## src/rtl/spr_pkg.sv

```systemverilog
// +--------------------------------------------------------------------+
// | spr_pkg                                                            |
// | Shared constants for the sprite attribute table and its helpers.   |
// | Rev 1.0                                                            |
// +--------------------------------------------------------------------+
`default_nettype none

package spr_pkg;
    localparam int CORDW       = 16;
    localparam int VELW        = 8;
    localparam int CTRL_EN_BIT = 0;

    localparam logic [1:0] FLD_X    = 2'd0;
    localparam logic [1:0] FLD_Y    = 2'd1;
    localparam logic [1:0] FLD_CTRL = 2'd2;
    localparam logic [1:0] FLD_VEL  = 2'd3;
endpackage

`default_nettype wire

```

## src/rtl/spr_axis_bounce.sv

```systemverilog
// +--------------------------------------------------------------------+
// | spr_axis_bounce                                                    |
// | One-axis position step with clamp to [0, LIMIT] and velocity flip. |
// | Rev 1.0                                                            |
// +--------------------------------------------------------------------+
`default_nettype none

module spr_axis_bounce #(
    parameter int CORDW = 16,
    parameter int VELW  = 8,
    parameter int LIMIT = 576
) (
    input  logic signed [CORDW-1:0] i_pos,
    input  logic signed [VELW-1:0]  i_vel,
    output logic signed [CORDW-1:0] o_pos,
    output logic signed [VELW-1:0]  o_vel
);
    localparam logic signed [CORDW-1:0] c_limit = CORDW'(LIMIT);

    logic signed [CORDW-1:0] w_vel_ext;
    logic signed [CORDW-1:0] w_sum;

    assign w_vel_ext = {{(CORDW-VELW){i_vel[VELW-1]}}, i_vel};
    assign w_sum     = i_pos + w_vel_ext;

    always_comb begin
        o_pos = w_sum;
        o_vel = i_vel;
        if (w_sum > c_limit) begin
            o_pos = c_limit;
            o_vel = -i_vel;
        end else if (w_sum[CORDW-1]) begin
            o_pos = '0;
            o_vel = -i_vel;
        end
    end
endmodule

`default_nettype wire

```

## src/rtl/sprite_attr_table.sv

```systemverilog
// +--------------------------------------------------------------------+
// | sprite_attr_table                                                  |
// | Shadow/active sprite attribute banks, atomic copy on frame pulse.  |
// | Optional per-frame bounce motion: define SPR_AUTO_MOVE_EN.         |
// | Rev 1.0                                                            |
// +--------------------------------------------------------------------+
`default_nettype none

module sprite_attr_table #(
    parameter int CORDW     = 16,
    parameter int NUM_SPR   = 4,
    parameter int IDXW      = 2,
    parameter int H_RES     = 640,
    parameter int V_RES     = 480,
    parameter int SPR_DRAWW = 64,
    parameter int SPR_DRAWH = 64
) (
    input  logic                    clk_25MHz,
    input  logic                    btn_rst_n,
    input  logic                    frame,
    input  logic                    wr_en,
    input  logic [IDXW+1:0]         wr_addr,
    input  logic [15:0]             wr_data,
    input  logic                    commit,
    output logic                    commit_pending,
    input  logic [IDXW-1:0]         rd_idx,
    output logic signed [CORDW-1:0] spr_x,
    output logic signed [CORDW-1:0] spr_y,
    output logic                    spr_en
);
    import spr_pkg::*;

    if (NUM_SPR != (1 << IDXW) || H_RES <= SPR_DRAWW || V_RES <= SPR_DRAWH) begin : g_bad_cfg
        $error("sprite_attr_table: inconsistent geometry parameters");
    end

    logic signed [CORDW-1:0] r_sh_x  [NUM_SPR];
    logic signed [CORDW-1:0] r_sh_y  [NUM_SPR];
    logic                    r_sh_en [NUM_SPR];
    logic signed [CORDW-1:0] r_act_x  [NUM_SPR];
    logic signed [CORDW-1:0] r_act_y  [NUM_SPR];
    logic                    r_act_en [NUM_SPR];
    logic                    r_commit_pending;

    logic [IDXW-1:0] w_wr_idx;
    logic [1:0]      w_wr_fld;
    logic            w_copy;

    assign w_wr_idx       = wr_addr[IDXW+1:2];
    assign w_wr_fld       = wr_addr[1:0];
    assign w_copy         = frame & (r_commit_pending | commit);
    assign commit_pending = r_commit_pending;

`ifdef SPR_AUTO_MOVE_EN
    logic signed [VELW-1:0]  r_sh_vx  [NUM_SPR];
    logic signed [VELW-1:0]  r_sh_vy  [NUM_SPR];
    logic signed [VELW-1:0]  r_act_vx [NUM_SPR];
    logic signed [VELW-1:0]  r_act_vy [NUM_SPR];
    logic signed [CORDW-1:0] w_nx_x   [NUM_SPR];
    logic signed [CORDW-1:0] w_nx_y   [NUM_SPR];
    logic signed [VELW-1:0]  w_nx_vx  [NUM_SPR];
    logic signed [VELW-1:0]  w_nx_vy  [NUM_SPR];

    for (genvar g = 0; g < NUM_SPR; g++) begin : g_spr
        spr_axis_bounce #(.CORDW(CORDW), .VELW(VELW), .LIMIT(H_RES - SPR_DRAWW)) u_bx (
            .i_pos(r_act_x[g]), .i_vel(r_act_vx[g]), .o_pos(w_nx_x[g]), .o_vel(w_nx_vx[g])
        );
        spr_axis_bounce #(.CORDW(CORDW), .VELW(VELW), .LIMIT(V_RES - SPR_DRAWH)) u_by (
            .i_pos(r_act_y[g]), .i_vel(r_act_vy[g]), .o_pos(w_nx_y[g]), .o_vel(w_nx_vy[g])
        );
    end
`endif

    // Shadow bank: written freely; the copy reads the pre-write contents.
    always_ff @(posedge clk_25MHz or negedge btn_rst_n) begin
        if (!btn_rst_n) begin
            for (int i = 0; i < NUM_SPR; i++) begin
                r_sh_x[i]  <= '0;
                r_sh_y[i]  <= '0;
                r_sh_en[i] <= 1'b0;
`ifdef SPR_AUTO_MOVE_EN
                r_sh_vx[i] <= '0;
                r_sh_vy[i] <= '0;
`endif
            end
        end else if (wr_en) begin
            for (int i = 0; i < NUM_SPR; i++) begin
                if (w_wr_idx == IDXW'(i)) begin
                    case (w_wr_fld)
                        FLD_X:    r_sh_x[i]  <= wr_data[CORDW-1:0];
                        FLD_Y:    r_sh_y[i]  <= wr_data[CORDW-1:0];
                        FLD_CTRL: r_sh_en[i] <= wr_data[CTRL_EN_BIT];
`ifdef SPR_AUTO_MOVE_EN
                        FLD_VEL: begin
                            r_sh_vx[i] <= wr_data[VELW-1:0];
                            r_sh_vy[i] <= wr_data[2*VELW-1:VELW];
                        end
`endif
                        default: ;
                    endcase
                end
            end
        end
    end

    always_ff @(posedge clk_25MHz or negedge btn_rst_n) begin
        if (!btn_rst_n) begin
            r_commit_pending <= 1'b0;
            for (int i = 0; i < NUM_SPR; i++) begin
                r_act_x[i]  <= '0;
                r_act_y[i]  <= '0;
                r_act_en[i] <= 1'b0;
`ifdef SPR_AUTO_MOVE_EN
                r_act_vx[i] <= '0;
                r_act_vy[i] <= '0;
`endif
            end
        end else begin
            if (w_copy)
                r_commit_pending <= 1'b0;
            else if (commit)
                r_commit_pending <= 1'b1;

            for (int i = 0; i < NUM_SPR; i++) begin
                if (w_copy) begin
                    r_act_x[i]  <= r_sh_x[i];
                    r_act_y[i]  <= r_sh_y[i];
                    r_act_en[i] <= r_sh_en[i];
`ifdef SPR_AUTO_MOVE_EN
                    r_act_vx[i] <= r_sh_vx[i];
                    r_act_vy[i] <= r_sh_vy[i];
                end else if (frame && r_act_en[i]) begin
                    r_act_x[i]  <= w_nx_x[i];
                    r_act_y[i]  <= w_nx_y[i];
                    r_act_vx[i] <= w_nx_vx[i];
                    r_act_vy[i] <= w_nx_vy[i];
`endif
                end
            end
        end
    end

    always_ff @(posedge clk_25MHz or negedge btn_rst_n) begin
        if (!btn_rst_n) begin
            spr_x  <= '0;
            spr_y  <= '0;
            spr_en <= 1'b0;
        end else begin
            spr_x  <= r_act_x[rd_idx];
            spr_y  <= r_act_y[rd_idx];
            spr_en <= r_act_en[rd_idx];
        end
    end
endmodule

`default_nettype wire

```

## config.mk

```make
export PLATFORM = sky130hd
export DESIGN_NAME = sprite_attr_table
export DESIGN_NICKNAME = d
export VERILOG_FILES = /design/src/rtl/spr_pkg.sv /design/src/rtl/spr_axis_bounce.sv /design/src/rtl/sprite_attr_table.sv
export SDC_FILE = /design/constraint.sdc
export NUM_CORES = 1
export LEC_CHECK = 0
export ABC_AREA = 1
export CELL_PAD_IN_SITES_DETAIL_PLACEMENT = 1
export CELL_PAD_IN_SITES_GLOBAL_PLACEMENT = 1
export CORE_UTILIZATION = 46
export CTS_CLUSTER_DIAMETER = 200
export DETAILED_ROUTE_END_ITERATION = 8
export PLACE_DENSITY = 0.81
export SYNTH_ARGS = -nofsm -noshare
export SYNTH_HDL_FRONTEND = slang
export SYNTH_HIERARCHICAL = 1
export SYNTH_SLANG_ARGS = --single-unit
```

## constraint.sdc

```tcl
create_clock -name clk_25MHz -period 1.4 [get_ports clk_25MHz]
set_input_delay 0.21 -clock clk_25MHz [delete_from_list [all_inputs] [get_ports clk_25MHz]]
set_output_delay 0.21 -clock clk_25MHz [all_outputs]
set_load 0.03 [all_outputs]
```

Word level (Yosys, flattened, before mapping)
Cells that the tools add are included.
{ "classes": {"n_lt_le_gt_ge": 1, "n_eq_ne": 5, "muxes": 11, "bitwise": 3, "n_reduce_logical": 15} }
{ "op_table": {"columns": ["operator", "n"], "rows": [
  ["$bmux W16 S2", 2],
  ["$mux W16", 4],
  ["$reduce_and A3 Y1", 12],
  ["$eq A2 B2 Y1 const B", 3],
  ["$eq A2 B1 Y1 const B", 2],
  ["$logic_not A2 Y1", 2],
  ["$mux W1", 4],
  ["$ge A3 B3 Y1 const B", 1],
  ["$not A2 Y3", 1],
  ["$bmux W1 S2", 1],
  ["$reduce_bool A2 Y1", 1],
  ["$and A1 B1 Y1", 1],
  ["$or A1 B1 Y1", 1]
]} }
{ "word_totals": {"regBits": 298, "in_bits": 27, "output_inout_bits": 34, "wordCells": 63} }

Logic depth before layout (Yosys ltp)
Gate-level depths: netlist (run 1).
{ "depth": {"ltp_word": 4, "ltp_mapped": 7, "ltp_nobuf": 5} }

Worst setup path before layout (run 1)
OpenSTA, ideal clock, no wires.
{ "synth_path": {"kind": "register to register", "startpoint": "register r_commit_pending, in the netlist commit_pending", "endpoint": "register r_act_en[2] (netlist bit)", "setup_time_ns": 0.130, "t_arrival_ns": 1.347, "required_ns": 1.270, "slack_ns": -0.077, "path_stages_with_launch": 5, "n_path_buf": 2, "period_less_slack_ns": 1.477, "path_cell_list": "dfrtp_1 > o21ai_0 > clkbuf_1 > clkbuf_1 > o21ai_0"} }
{ "synth_between": {"elab_chain_cells": 2} }
{ "synth_lines": {"columns": ["element", "line", "rtl"], "rows": [
  ["start: declaration", "sprite_attr_table.sv:43", "logic r_commit_pending;"],
  ["start signal: assignment", "sprite_attr_table.sv:108", "r_commit_pending <= 1'b0;"],
  ["start signal: assignment", "sprite_attr_table.sv:120", "r_commit_pending <= 1'b0;"],
  ["start signal: assignment", "sprite_attr_table.sv:122", "r_commit_pending <= 1'b1;"],
  ["$or A1 B1 Y1", "sprite_attr_table.sv:51", "assign w_copy = frame & (r_commit_pending | commit);"],
  ["$and A1 B1 Y1", "sprite_attr_table.sv:51", null],
  ["end signal: indexed assignment", "sprite_attr_table.sv:128", "r_act_en[i] <= r_sh_en[i];"],
  ["end: declaration", "sprite_attr_table.sv:42", "logic r_act_en [NUM_SPR];"]
]} }
Every way passes these cells.
A chain may end at the register's enable or synchronous reset.

Final worst setup path (run 1)
{ "layout_path": {"startpoint": "register r_commit_pending, in the netlist commit_pending", "endpoint": "output port commit_pending"} }
{ "layout_lines": {"columns": ["element", "line", "rtl"], "rows": [
  ["end: declaration", "sprite_attr_table.sv:25", "output logic commit_pending,"]
]} }
No word-level cell between the ends.

==> metrics.json, run 1 <==
{
  "finish": {
    "final_layout_size_suffix_gt1_share_pct": 11.3,
    "final_net_count": 1562,
    "flow.area_growth_from_synthesis_pct": 21.4,
    "instances_no_fill": 1895
  },
  "grt": {
    "gr-total-overflow": 0,
    "pin_count_of_the_biggest_net_entering_global_routing": 54,
    "first_global_vias": 11500,
    "grtUsageTotal_pct": 29.4,
    "antenna_found_initial": 1,
    "first_pass_grt_wire_length_um": 63100
  },
  "place": {
    "placedCellCount": 1836,
    "globalplace.congestion": 0.813,
    "post-dp-hpwl_um": 23000,
    "numPortBuffers": 60
  },
  "setup_path": {
    "critical_path.endpoint_type": "primary output",
    "crit_slowest_cell": "sky130_fd_sc_hd__dfrtp_1",
    "crit_family": "flip-flops",
    "worstPathBufferInverterCount": 1,
    "path_cells": "buf_4",
    "worstPathArrival_ns": 1.16,
    "cp_data_required_time_ns": 1.19,
    "cp-start-kind": "flop",
    "setup.worst_path.class": "flop to primary output",
    "critical_path.max_fanout": 3,
    "critPathMaxStageDelay_ns": 0.41
  },
  "drt": {
    "routed_wirelength_um": 38500,
    "post_detailed_route_drc_marker_count": 14,
    "drt_first_pass_iters": 7,
    "vias": 10200,
    "wire_per_inst_um": 20.3,
    "drt-vias-per-instance": 5.38,
    "detail_route.iter0.violations": 679,
    "detail-route-antenna-nets": 0
  },
  "yosys": {
    "mean_post_synth_cell_area_sq_um": 8.52,
    "synthDominantCellAreaShare_pct": 60.2,
    "fraction_of_registers_with_async_set_or_reset_after_synthesis_pct": 100,
    "synth.top_cells.by_area": "sky130_fd_sc_hd__dfrtp_1, sky130_fd_sc_hd__nand2_1, sky130_fd_sc_hd__o21ai_0, sky130_fd_sc_hd__inv_1, sky130_fd_sc_hd__o211ai_1",
    "count_of_flip_flops_with_a_built_in_enable_after_synthesis": 0,
    "ys.warnings.count": 6,
    "synth.top_cells.by_count": "sky130_fd_sc_hd__nand2_1, sky130_fd_sc_hd__dfrtp_1, sky130_fd_sc_hd__inv_1",
    "syn-cell-area_sq_mm": 0.0124,
    "netlist-cell-type-count": 16,
    "most_common_cell_in_the_synthesized_netlist": "sky130_fd_sc_hd__nand2_1",
    "postSynthNetCount": 1479,
    "synthesis.instances": 1452,
    "yosysSeqAreaShare_pct": 60.2,
    "ys_seq_elements": 298,
    "most_instantiated_flip_flop_cell_in_the_synthesis_netlist": "sky130_fd_sc_hd__dfrtp_1",
    "yosysTopAreaCell": "sky130_fd_sc_hd__dfrtp_1"
  },
  "die": {
    "die_area_sq_mm": 0.0276,
    "io_pins": 61,
    "die_width_um": 166,
    "std_cell_rows": 59,
    "placeable_core_region_sq_mm": 0.0262,
    "floorplan.initialDensity_pct": 47.2,
    "floorplan.die.height_um": 166
  },
  "hold_path": {
    "worstHoldPathType": "input pin to async pin"
  },
  "clock_tree": {
    "cts.htree.levels": 1,
    "clock_insertion_delay_worst_skew_ns": 0.58,
    "clk_root_buffer_cell": "sky130_fd_sc_hd__clkbuf_16",
    "tritoncts.num_buffers": 31,
    "cts_post_setup_buffers_inserted": 0,
    "clock_sinks": 298,
    "clock_tree_from_tritoncts": "done",
    "clk_pin_slew_worst_paths_ns": 0.06,
    "clock_tree.buffer_depth": 3
  },
  "timing": {
    "final_period_minus_worst_setup_slack_ns": 1.37,
    "final_max_slew_viols": 0,
    "finalSetupTns_ns": 0,
    "finalHoldViolCount": 0,
    "grt_setup_unrepaired": "true",
    "tightest_slew_ns": 0.460,
    "clock_skew_ns": 0.0157,
    "fmax_ghz": 0.729,
    "slew-limit-headroom_pct": 69.2,
    "layout_worst_path_cycle_share_pct": 97.9,
    "setup-violations-final": 0
  },
  "status": {
    "run_status": "finished with violations",
    "failed_checks": "design-rule violations"
  },
  "pwr": {
    "irDropWorstVdd_mv": 0.939,
    "cellPowerDensity_mw_per_mm2": 1610,
    "power_leakage_nw": 7.71
  },
  "flow_run": {
    "max_cap_violations": 0
  }
}
==> cell families (layout without fill, tap and decap cells) <==
group	Yosys count	in the layout	share of synthesized area (%)
and+or+nand+nor	607	607	19.2
other	0	1	0
DFF	298	298	60.2
AOI/OAI and AO/OA	250	250	11.1
buffers and inverters	297	404	9.41
==> registers in the layout, summed over array words and instances (netlist names), 4 cells and up <==
signal	count
r_act_en	4
r_act_x	64
r_act_y	64
r_sh_en	4
r_sh_x	64
r_sh_y	64
spr_x	16
spr_y	16
==> stage by stage <==
step	setup WS [ns]	hold WS, ns	instance area, sq um	power [mW]	utilization, %
2_1_floorplan	0.0573	-0.0856	12400	13.5	-
3_3_place_gp	-0.221	0.127	14100	15.0	53.7
3_5_place_dp	-0.302	0.124	14100	15.4	53.7
4_1_cts	0.0125	0.122	15000	24.4	57.3
5_1_grt	-0.0180	0.135	15000	25.4	57.3
6_report	0.0287	0.130	15000	24.2	57.3
==> layout make-up <==
| class | count | area (sq um) |
|---|---|---|
| clock buffers | 43 | 901 |
| fillers | 3004 | 11200 |
| flip-flops and latches | 298 | 7460 |
| diodes | 1 | 2.50 |
| multi-input cells | 857 | 3770 |
| inverters | 204 | 766 |
| well taps | 335 | 419 |
| clock inverters | 14 | 201 |
| repair buffers | 143 | 1510 |
==> path summary, 6_finish.rpt <==
| kind | from | to | slack (ns) | depth (start not counted) |
|---|---|---|---|---|
| setup / recovery | commit_pending | commit_pending | 0.03 | 1 |
| hold / removal | btn_rst_n | r_act_x[19] | 0.13 | 2 |
| setup reg to reg | commit_pending | r_act_x[32] | 0.07 | 5 |
| hold reg to reg | r_sh_x[3] | r_sh_x[3] | 0.47 | 2 |
| max in group asynchronous | btn_rst_n | r_sh_x[11] | 0.67 | 3 |
| min in group clk_25MHz | rd_idx[0] | spr_x[4] | 0.15 | 3 |
==> what timing repair did <==
action / 4_1_cts / 5_1_grt
setup endpoints to repair: 33 / 4
resized for setup: 166 / 2
hold buffers: 1 / 0
hold endpoints to repair: 298 / 0
pin swaps: 0 / 0
==> placed cells by master, fill, tap and decap left out, drive strengths merged <==
cell	n
nand2	550
dfrtp	298
inv	204
o21ai	167
buf	119
clkbuf	43
a21oi	33
o211ai	33
nand4	33
clkdlybuf4s50	23
o21bai	17
nor2	15
nand3	9
clkinv	8
bufinv	5
diode	1
clkinvlp	1
dlygate4sd3	1
==> routing by layer <==
metal	vias to the layer above	track usage, %	part of all wire, %
met3	69	3.96	3.9
li1	4641	-	-
met2	227	50.2	50
met1	5260	38.5	43
met4	0	10.7	2.9
met5	-	0	0
==> worst register-to-register path, delay by kind of cell (launching register included) <==
family / cells / cell delay, ns
buffers and inverters: 2 / 0.42
AO/OA/AOI/OAI: 2 / 0.34
AND/OR/NAND/NOR: 1 / 0.07
flip-flops: 1 / 0.41
==> where the power goes <==
group          switching [mW]  internal (mW)  leakage [nW]
Combinational            2.54           1.42          3.38
Clock                    3.51           5.39         0.547
Sequential              0.991           10.4          3.79
Total                    7.04           17.2          7.71
(Power assumes the default switching activity.)
==> inputs of run 2 (changes only) <==
Settings changed: GPL_TIMING_DRIVEN from default to 1.
==> results of run 2 <==
The final DEF is identical to that of run 1; final timing and power are the same.
